`config.mk`:
```
export PLATFORM = sky130hd
export DESIGN_NAME = vc_packet_scheduler
export DESIGN_NICKNAME = d
export VERILOG_FILES = /design/src/rtl/vc_sched_pkg.sv /design/src/rtl/vc_credit_counter.sv /design/src/rtl/vc_packet_scheduler.sv
export SDC_FILE = /design/constraint.sdc
export NUM_CORES = 1
export LEC_CHECK = 0
export BUFFER_PORTS_ARGS = -buffer_cell sky130_fd_sc_hd__buf_2
export CORE_MARGIN = 4
export CORE_UTILIZATION = 35
export CTS_CLUSTER_SIZE = 20
export DETAILED_ROUTE_END_ITERATION = 12
export PLACE_DENSITY_LB_ADDON = 0.12
export RECOVER_POWER = 100
export SLEW_MARGIN = 15
export SYNTH_ARGS = -nofsm -noshare
export SYNTH_HDL_FRONTEND = slang
export SYNTH_SLANG_ARGS = --single-unit
export TNS_END_PERCENT = 30
```
`constraint.sdc`:
```
create_clock -name clk -period 5.65 [get_ports clk]
set_input_delay 0.2825 -clock clk [delete_from_list [all_inputs] [get_ports clk]]
set_output_delay 0.2825 -clock clk [all_outputs]
set_load 0.02 [all_outputs]
```
`src/rtl/vc_sched_pkg.sv`:
```
// Shared types and width helpers for the VC packet scheduler.
// The optional credit-overflow check is controlled by VC_SCHED_CREDIT_CHECK_EN (see the top module).
package vc_sched_pkg;

    typedef enum logic {
        ST_IDLE = 1'b0,
        ST_SEND = 1'b1
    } sched_state_t;

    // Field layout of the returned flow-control bus: valid bit, then the VC index above it.
    localparam int FC_VALID_BIT = 0;
    localparam int FC_VC_LSB    = 1;

    function automatic int vc_idx_w(input int numVcs);
        return (numVcs > 1) ? $clog2(numVcs) : 1;
    endfunction

    function automatic int credit_cnt_w(input int bufferSize, input int numVcs);
        return $clog2(bufferSize / numVcs + 1);
    endfunction

    function automatic int len_w(input int minLen, input int maxLen);
        return (maxLen - minLen + 1 > 1) ? $clog2(maxLen - minLen + 1) : 1;
    endfunction

    // Remaining-flit counter must hold 1 + maxLen (head plus payload).
    function automatic int rem_w(input int maxLen);
        return $clog2(maxLen + 2);
    endfunction

endpackage

```
`src/rtl/vc_credit_counter.sv`:
```
// Per-VC downstream credit counter; resets full, counts issues down and returns up.
// With i_full_check high a return to a full counter saturates and flags o_overflow.
module vc_credit_counter #(
    parameter int credit_max = 8,
    parameter int cnt_width  = 4
) (
    input  logic clk,
    input  logic reset,
    input  logic i_inc,
    input  logic i_dec,
    input  logic i_full_check,
    output logic o_nonzero,
    output logic o_overflow
);

    logic [cnt_width-1:0] r_count;
    logic                 w_at_full;

    assign w_at_full  = (r_count == cnt_width'(credit_max));
    assign o_overflow = i_inc & ~i_dec & i_full_check & w_at_full;
    assign o_nonzero  = |r_count;

    // A simultaneous issue and return cancel out; an unchecked overflow simply wraps.
    always_ff @(posedge clk or posedge reset) begin
        if (reset) begin
            r_count <= cnt_width'(credit_max);
        end else if (i_inc && !i_dec && !o_overflow) begin
            r_count <= r_count + cnt_width'(1);
        end else if (i_dec && !i_inc) begin
            r_count <= r_count - cnt_width'(1);
        end
    end

endmodule

```
`src/rtl/vc_packet_scheduler.sv`:
```
// Injection-side scheduler: round-robin VC selection, credit tracking and head/body/tail flit sequencing.
// Define VC_SCHED_CREDIT_CHECK_EN to saturate credit counters and raise a sticky credit_error on overflow.
module vc_packet_scheduler
    import vc_sched_pkg::*;
#(
    parameter  int num_vcs            = 8,
    parameter  int buffer_size        = 64,
    parameter  int min_payload_length = 1,
    parameter  int max_payload_length = 4,
    localparam int vc_idx_width       = vc_idx_w(num_vcs),
    localparam int len_width          = len_w(min_payload_length, max_payload_length)
) (
    input  logic                          clk,
    input  logic                          reset,
    input  logic [num_vcs-1:0]            req_ivc,
    input  logic [num_vcs*len_width-1:0]  req_len_ivc,
    input  logic                          stall,
    input  logic [vc_idx_width:0]         flow_ctrl,
    output logic [num_vcs-1:0]            ack_ivc,
    output logic                          flit_valid,
    output logic                          flit_head,
    output logic                          flit_tail,
    output logic [vc_idx_width-1:0]       flit_vc,
    output logic                          credit_error
);

    localparam int creditMax = buffer_size / num_vcs;
    localparam int cntWidth  = credit_cnt_w(buffer_size, num_vcs);
    localparam int remWidth  = rem_w(max_payload_length);

`ifdef VC_SCHED_CREDIT_CHECK_EN
    localparam logic fullCheck = 1'b1;
`else
    localparam logic fullCheck = 1'b0;
`endif

    sched_state_t              r_state;
    sched_state_t              w_next_state;
    logic [vc_idx_width-1:0]   r_rr_ptr;
    logic [vc_idx_width-1:0]   r_cur_vc;
    logic [remWidth-1:0]       r_remaining;
    logic                      r_first;

    logic [num_vcs-1:0]        r_ack;
    logic                      r_flit_valid;
    logic                      r_flit_head;
    logic                      r_flit_tail;
    logic [vc_idx_width-1:0]   r_flit_vc;
    logic                      r_credit_error;

    logic [num_vcs-1:0]        w_inc;
    logic [num_vcs-1:0]        w_dec;
    logic [num_vcs-1:0]        w_nonzero;
    logic [num_vcs-1:0]        w_overflow;
    logic [num_vcs-1:0]        w_eligible;
    logic [len_width-1:0]      w_len_arr [num_vcs];
    logic [len_width-1:0]      w_pick_len;
    logic [vc_idx_width-1:0]   w_pick;
    logic                      w_found;
    logic                      w_select;
    logic                      w_issue;
    logic                      w_last;

    for (genvar v = 0; v < num_vcs; v++) begin : g_vc
        assign w_inc[v]      = flow_ctrl[FC_VALID_BIT]
                               && (flow_ctrl[vc_idx_width:FC_VC_LSB] == vc_idx_width'(v));
        assign w_dec[v]      = w_issue && (r_cur_vc == vc_idx_width'(v));
        assign w_eligible[v] = req_ivc[v] & w_nonzero[v];
        assign w_len_arr[v]  = req_len_ivc[v*len_width +: len_width];

        vc_credit_counter #(
            .credit_max (creditMax),
            .cnt_width  (cntWidth)
        ) u_credit (
            .clk          (clk),
            .reset        (reset),
            .i_inc        (w_inc[v]),
            .i_dec        (w_dec[v]),
            .i_full_check (fullCheck),
            .o_nonzero    (w_nonzero[v]),
            .o_overflow   (w_overflow[v])
        );
    end

    // Round-robin search: first eligible VC at or after r_rr_ptr, wrapping.
    always_comb begin
        int                      idx;
        logic [vc_idx_width-1:0] cand;
        w_found = 1'b0;
        w_pick  = '0;
        idx     = 0;
        cand    = '0;
        for (int i = 0; i < num_vcs; i++) begin
            idx = int'(r_rr_ptr) + i;
            if (idx >= num_vcs) begin
                idx = idx - num_vcs;
            end
            cand = vc_idx_width'(idx);
            if (!w_found && w_eligible[cand]) begin
                w_found = 1'b1;
                w_pick  = cand;
            end
        end
    end

    assign w_pick_len = w_len_arr[w_pick];
    assign w_last     = (r_remaining == remWidth'(1));

    always_ff @(posedge clk or posedge reset) begin
        if (reset) begin
            r_state <= ST_IDLE;
        end else begin
            r_state <= w_next_state;
        end
    end

    always_comb begin
        w_next_state = r_state;
        case (r_state)
            ST_IDLE: if (w_select) w_next_state = ST_SEND;
            ST_SEND: if (w_issue && w_last) w_next_state = ST_IDLE;
            default: w_next_state = ST_IDLE;
        endcase
    end

    always_comb begin
        w_select = 1'b0;
        w_issue  = 1'b0;
        if (r_state == ST_IDLE) begin
            w_select = !stall && w_found;
        end else begin
            w_issue = !stall && w_nonzero[r_cur_vc];
        end
    end

    // Packet context is latched once at selection; later length changes are ignored.
    always_ff @(posedge clk or posedge reset) begin
        if (reset) begin
            r_cur_vc    <= '0;
            r_remaining <= '0;
            r_first     <= 1'b0;
            r_rr_ptr    <= '0;
        end else begin
            if (w_select) begin
                r_cur_vc    <= w_pick;
                r_remaining <= remWidth'(1 + min_payload_length) + remWidth'(w_pick_len);
                r_first     <= 1'b1;
            end
            if (w_issue) begin
                r_remaining <= r_remaining - remWidth'(1);
                r_first     <= 1'b0;
                if (w_last) begin
                    r_rr_ptr <= (r_cur_vc == vc_idx_width'(num_vcs - 1)) ? '0
                                                                       : r_cur_vc + vc_idx_width'(1);
                end
            end
        end
    end

    always_ff @(posedge clk or posedge reset) begin
        if (reset) begin
            r_flit_valid   <= 1'b0;
            r_flit_head    <= 1'b0;
            r_flit_tail    <= 1'b0;
            r_flit_vc      <= '0;
            r_ack          <= '0;
            r_credit_error <= 1'b0;
        end else begin
            r_flit_valid   <= w_issue;
            r_flit_head    <= w_issue & r_first;
            r_flit_tail    <= w_issue & w_last;
            r_ack          <= (w_issue && w_last) ? (num_vcs'(1) << r_cur_vc) : '0;
            r_credit_error <= r_credit_error | (|w_overflow);
            if (w_issue) begin
                r_flit_vc <= r_cur_vc;
            end
        end
    end

    assign flit_valid   = r_flit_valid;
    assign flit_head    = r_flit_head;
    assign flit_tail    = r_flit_tail;
    assign flit_vc      = r_flit_vc;
    assign ack_ivc      = r_ack;
    assign credit_error = r_credit_error;

endmodule

```
==> flow_summary.toml <==
[run_status]
outcome = "finished with violations"
violations = "max-capacitance violations, max-slew violations"

[yosys]
synthXorXnorAreaFrac = 0.0661
synthMuxAreaShare = 0.146
avgSynthCellArea_sq_um = 10.2
synth_top_family_by_area = "compound AO/OA/AOI/OAI gates"
synth_fp_nets = 514
yosysWarnings = 0
yosysSeqAreaShare = 0.319
ys_types = 64
syn_inst = 441
ys_ff_latch = 57
synthAdderAreaFrac = 0.130
ys.flop_type = "dfrtp_1"
synthArstFlopShare = 1.00
synthSimpleGateAreaFrac = 0.145
synth_edf_count = 0
synth_compound_area_frac = 0.164
syn_area_sq_um = 4510

[worst_setup_path]
critPathCaptureType = "flop"
crit_start = "r_rr_ptr[1]"
crit_path_start_kind = "flop"
r2r_setup_slack_ns = 0.90
reg2reg_from = "r_rr_ptr[1]"
arrival_ns = 4.92
rr_worst_depth = 12
critPathMaxFanout = 15
rr_endpoint = "r_remaining[2]"
required_ns = 5.83
path_class = "flop to flop"

[flow_run]
maxCapViolations = 1

[clock_tree]
cts_resized = 0
clock_sinks = 57
cts_setup_buffers = 0
clk_pin_slew_ns = 0.06
clk_path_buf_depth = 2
cts_max_level = 3
ctsRootBufferMaster = "clkbuf_16"
cts_buffers = 9
hold_buffers = 0
cts_tree = "built"
clkLatencyLatePin_ns = 0.33

[final_layout]
layout_common_cells = "49 x dfrtp_1, 38 x nand2_1, 37 x nor2_1, 34 x ha_1, 30 x buf_2"
num_antenna_cells = 0
seq_area_sq_um = 1440
mostFrequentLayoutCell = "dfrtp_1"
instances_no_fill = 671
multi_input_area_sq_um = 2920
final_nets = 567
fillers = 1300
drive_gt1_frac = 0.212
area_delta_synth_final_pct = 16.0

[global_route]
grt_overflow_total = 0
grt_pass1_wl_microns = 19600
grt_pass1_vias = 3682
antenna_found_initial = 0
grt_max_degree = 58
track_usage = 0.169

[timing]
worst_hold_slack_ns = 0.382
fin_crit_ns = 4.75
finalHoldViolations = 0
slew_violations = 58
setup_tns_ns = 0
setup_viol = 0
fin_skew_ns = 0.00653
max_freq_mhz = 211
rsz0062_at_grt = "false"
worst_pin_slew_ns = 3.13
slew_headroom = -1.09
period_share = 0.840

[detailed_routing]
vias_per_cell = 5.40
post-route-drc-count = 0
routed_wl_microns = 11500
ant_nets = 0
wl_per_cell_microns = 17.1
first_iter_violations = 213
route.vias.total = 3624
dr.pass1.iters = 6

[min_path]
hold_depth = 4
hold_path_class = "input pin to flop"
min_from = "req_len_ivc[10]"
holdPathEnd = "r_remaining[0]"

[die]
row_count = 41
io_pins = 46
coreArea_sq_um = 12600
start_util = 0.357
die_h_microns = 121
dieArea_sq_um = 14800
die_w_microns = 121

[power]
p_leak_nw = 2.18
powerDensity_nw_per_um2 = 646
vdd_drop_max_uv = 276

[placed_design]
dp.final_hpwl_microns = 8510
place_inst = 655
gp_congestion = 0.866
io_buffer_count = 44
-- flip-flops by register name (all words and copies together) (netlist names) --
| signal | cells |
|---|---|
| g_vc.u_credit.r_count | 32 |
| ack_ivc | 8 |
| flit_vc | 3 |
| r_cur_vc | 3 |
| r_remaining | 3 |
| r_rr_ptr | 3 |
| flit_head | 1 |
| flit_tail | 1 |
| flit_valid | 1 |
| r_first | 1 |
| r_state | 1 |
-- cells in the mapped netlist (8+ instances only) --
| cell type | instances | area, sq um |
|---|---|---|
| dfrtp_1 | 49 | 1230 |
| inv_1 | 20 | 75.1 |
| a21oi_1 | 15 | 75.1 |
| fa_1 | 8 | 160 |
| clkbuf_1 | 9 | 33.8 |
| ha_1 | 34 | 425 |
| xnor2_1 | 25 | 219 |
| a21o_1 | 8 | 60.1 |
| mux4_2 | 15 | 338 |
| xor2_1 | 9 | 78.8 |
| mux2_2 | 17 | 191 |
| nor4_1 | 9 | 56.3 |
| dfstp_2 | 8 | 210 |
| nand2b_1 | 9 | 56.3 |
| nor2_1 | 37 | 139 |
| nand2_1 | 38 | 143 |
| o21ai_0 | 25 | 125 |
| and3_1 | 8 | 50.1 |
| mux2i_1 | 13 | 130 |
| nor3_1 | 9 | 45.0 |
-- worst max-delay path, cell delays in order, from the launching register on --
cell,delay (ns)
dfrtp_1,0.62
inv_1,0.37
ha_1,0.40
inv_1,0.39
mux4_2,0.58
and2_0,0.22
o32a_1,0.39
nor3_1,0.39
a211oi_2,0.23
o21a_1,0.21
or4b_1,0.49
a41oi_1,0.22
a311oi_1,0.08
-- area by class of cell --
class                      count  area share
tap                          172      0.0412
clock inverter                 7      0.0136
inverter                      21      0.0151
clock buffer                   9      0.0431
timing repair buffer          55      0.0531
sequential                    57       0.275
multi-input combinational    350       0.559
-- stage by stage --
stage | power [mW] | utilization | setup WS, ns | instance area, sq um
5_1_grt | 3.70 | 0.414 | 0.438 | 5230
6_report | 3.38 | 0.414 | 0.904 | 5230
2_1_floorplan | 2.39 | - | 1.38 | 4510
3_3_place_gp | 2.83 | 0.394 | 1.15 | 4970
4_1_cts | 3.43 | 0.418 | 1.04 | 5270
3_5_place_dp | 2.86 | 0.394 | 1.06 | 4970
-- cells by family after synthesis --
family,Yosys count
flip-flops,57
buffers and inverters,34
other,1
adder cells (fa/ha/maj),42
multiplexers,45
AND/OR/NAND/NOR,130
XOR/XNOR,34
AO/OA/AOI/OAI,98
-- worst max-delay path by stage --
stage / to / slack [ns] / cells after the start
after floorplan: r_remaining[2] / 1.38 / 14
after global placement: r_remaining[2] / 1.15 / 12
after detailed placement: r_remaining[2] / 1.06 / 12
after CTS: r_remaining[2] / 1.04 / 12
after global routing: r_remaining[2] / 0.44 / 11
final: r_remaining[2] / 0.90 / 12
-- where the power goes --
part / switching [mW] / leakage, nW / internal (mW)
Clock: 0.199 / 0.137 / 0.340
Sequential: 0.240 / 0.689 / 0.602
Combinational: 1.06 / 1.36 / 0.934
-- metal layers --
metal | share of wire | track usage | vias up
met1 | 0.47 | 0.236 | 1763
met2 | 0.46 | 0.262 | 103
met4 | 0.013 | 0.0469 | 0
li1 | - | - | 1742
met3 | 0.055 | 0.0382 | 16
met5 | 0 | 0 | -
Note: power is estimated with default switching activity, not from simulation.
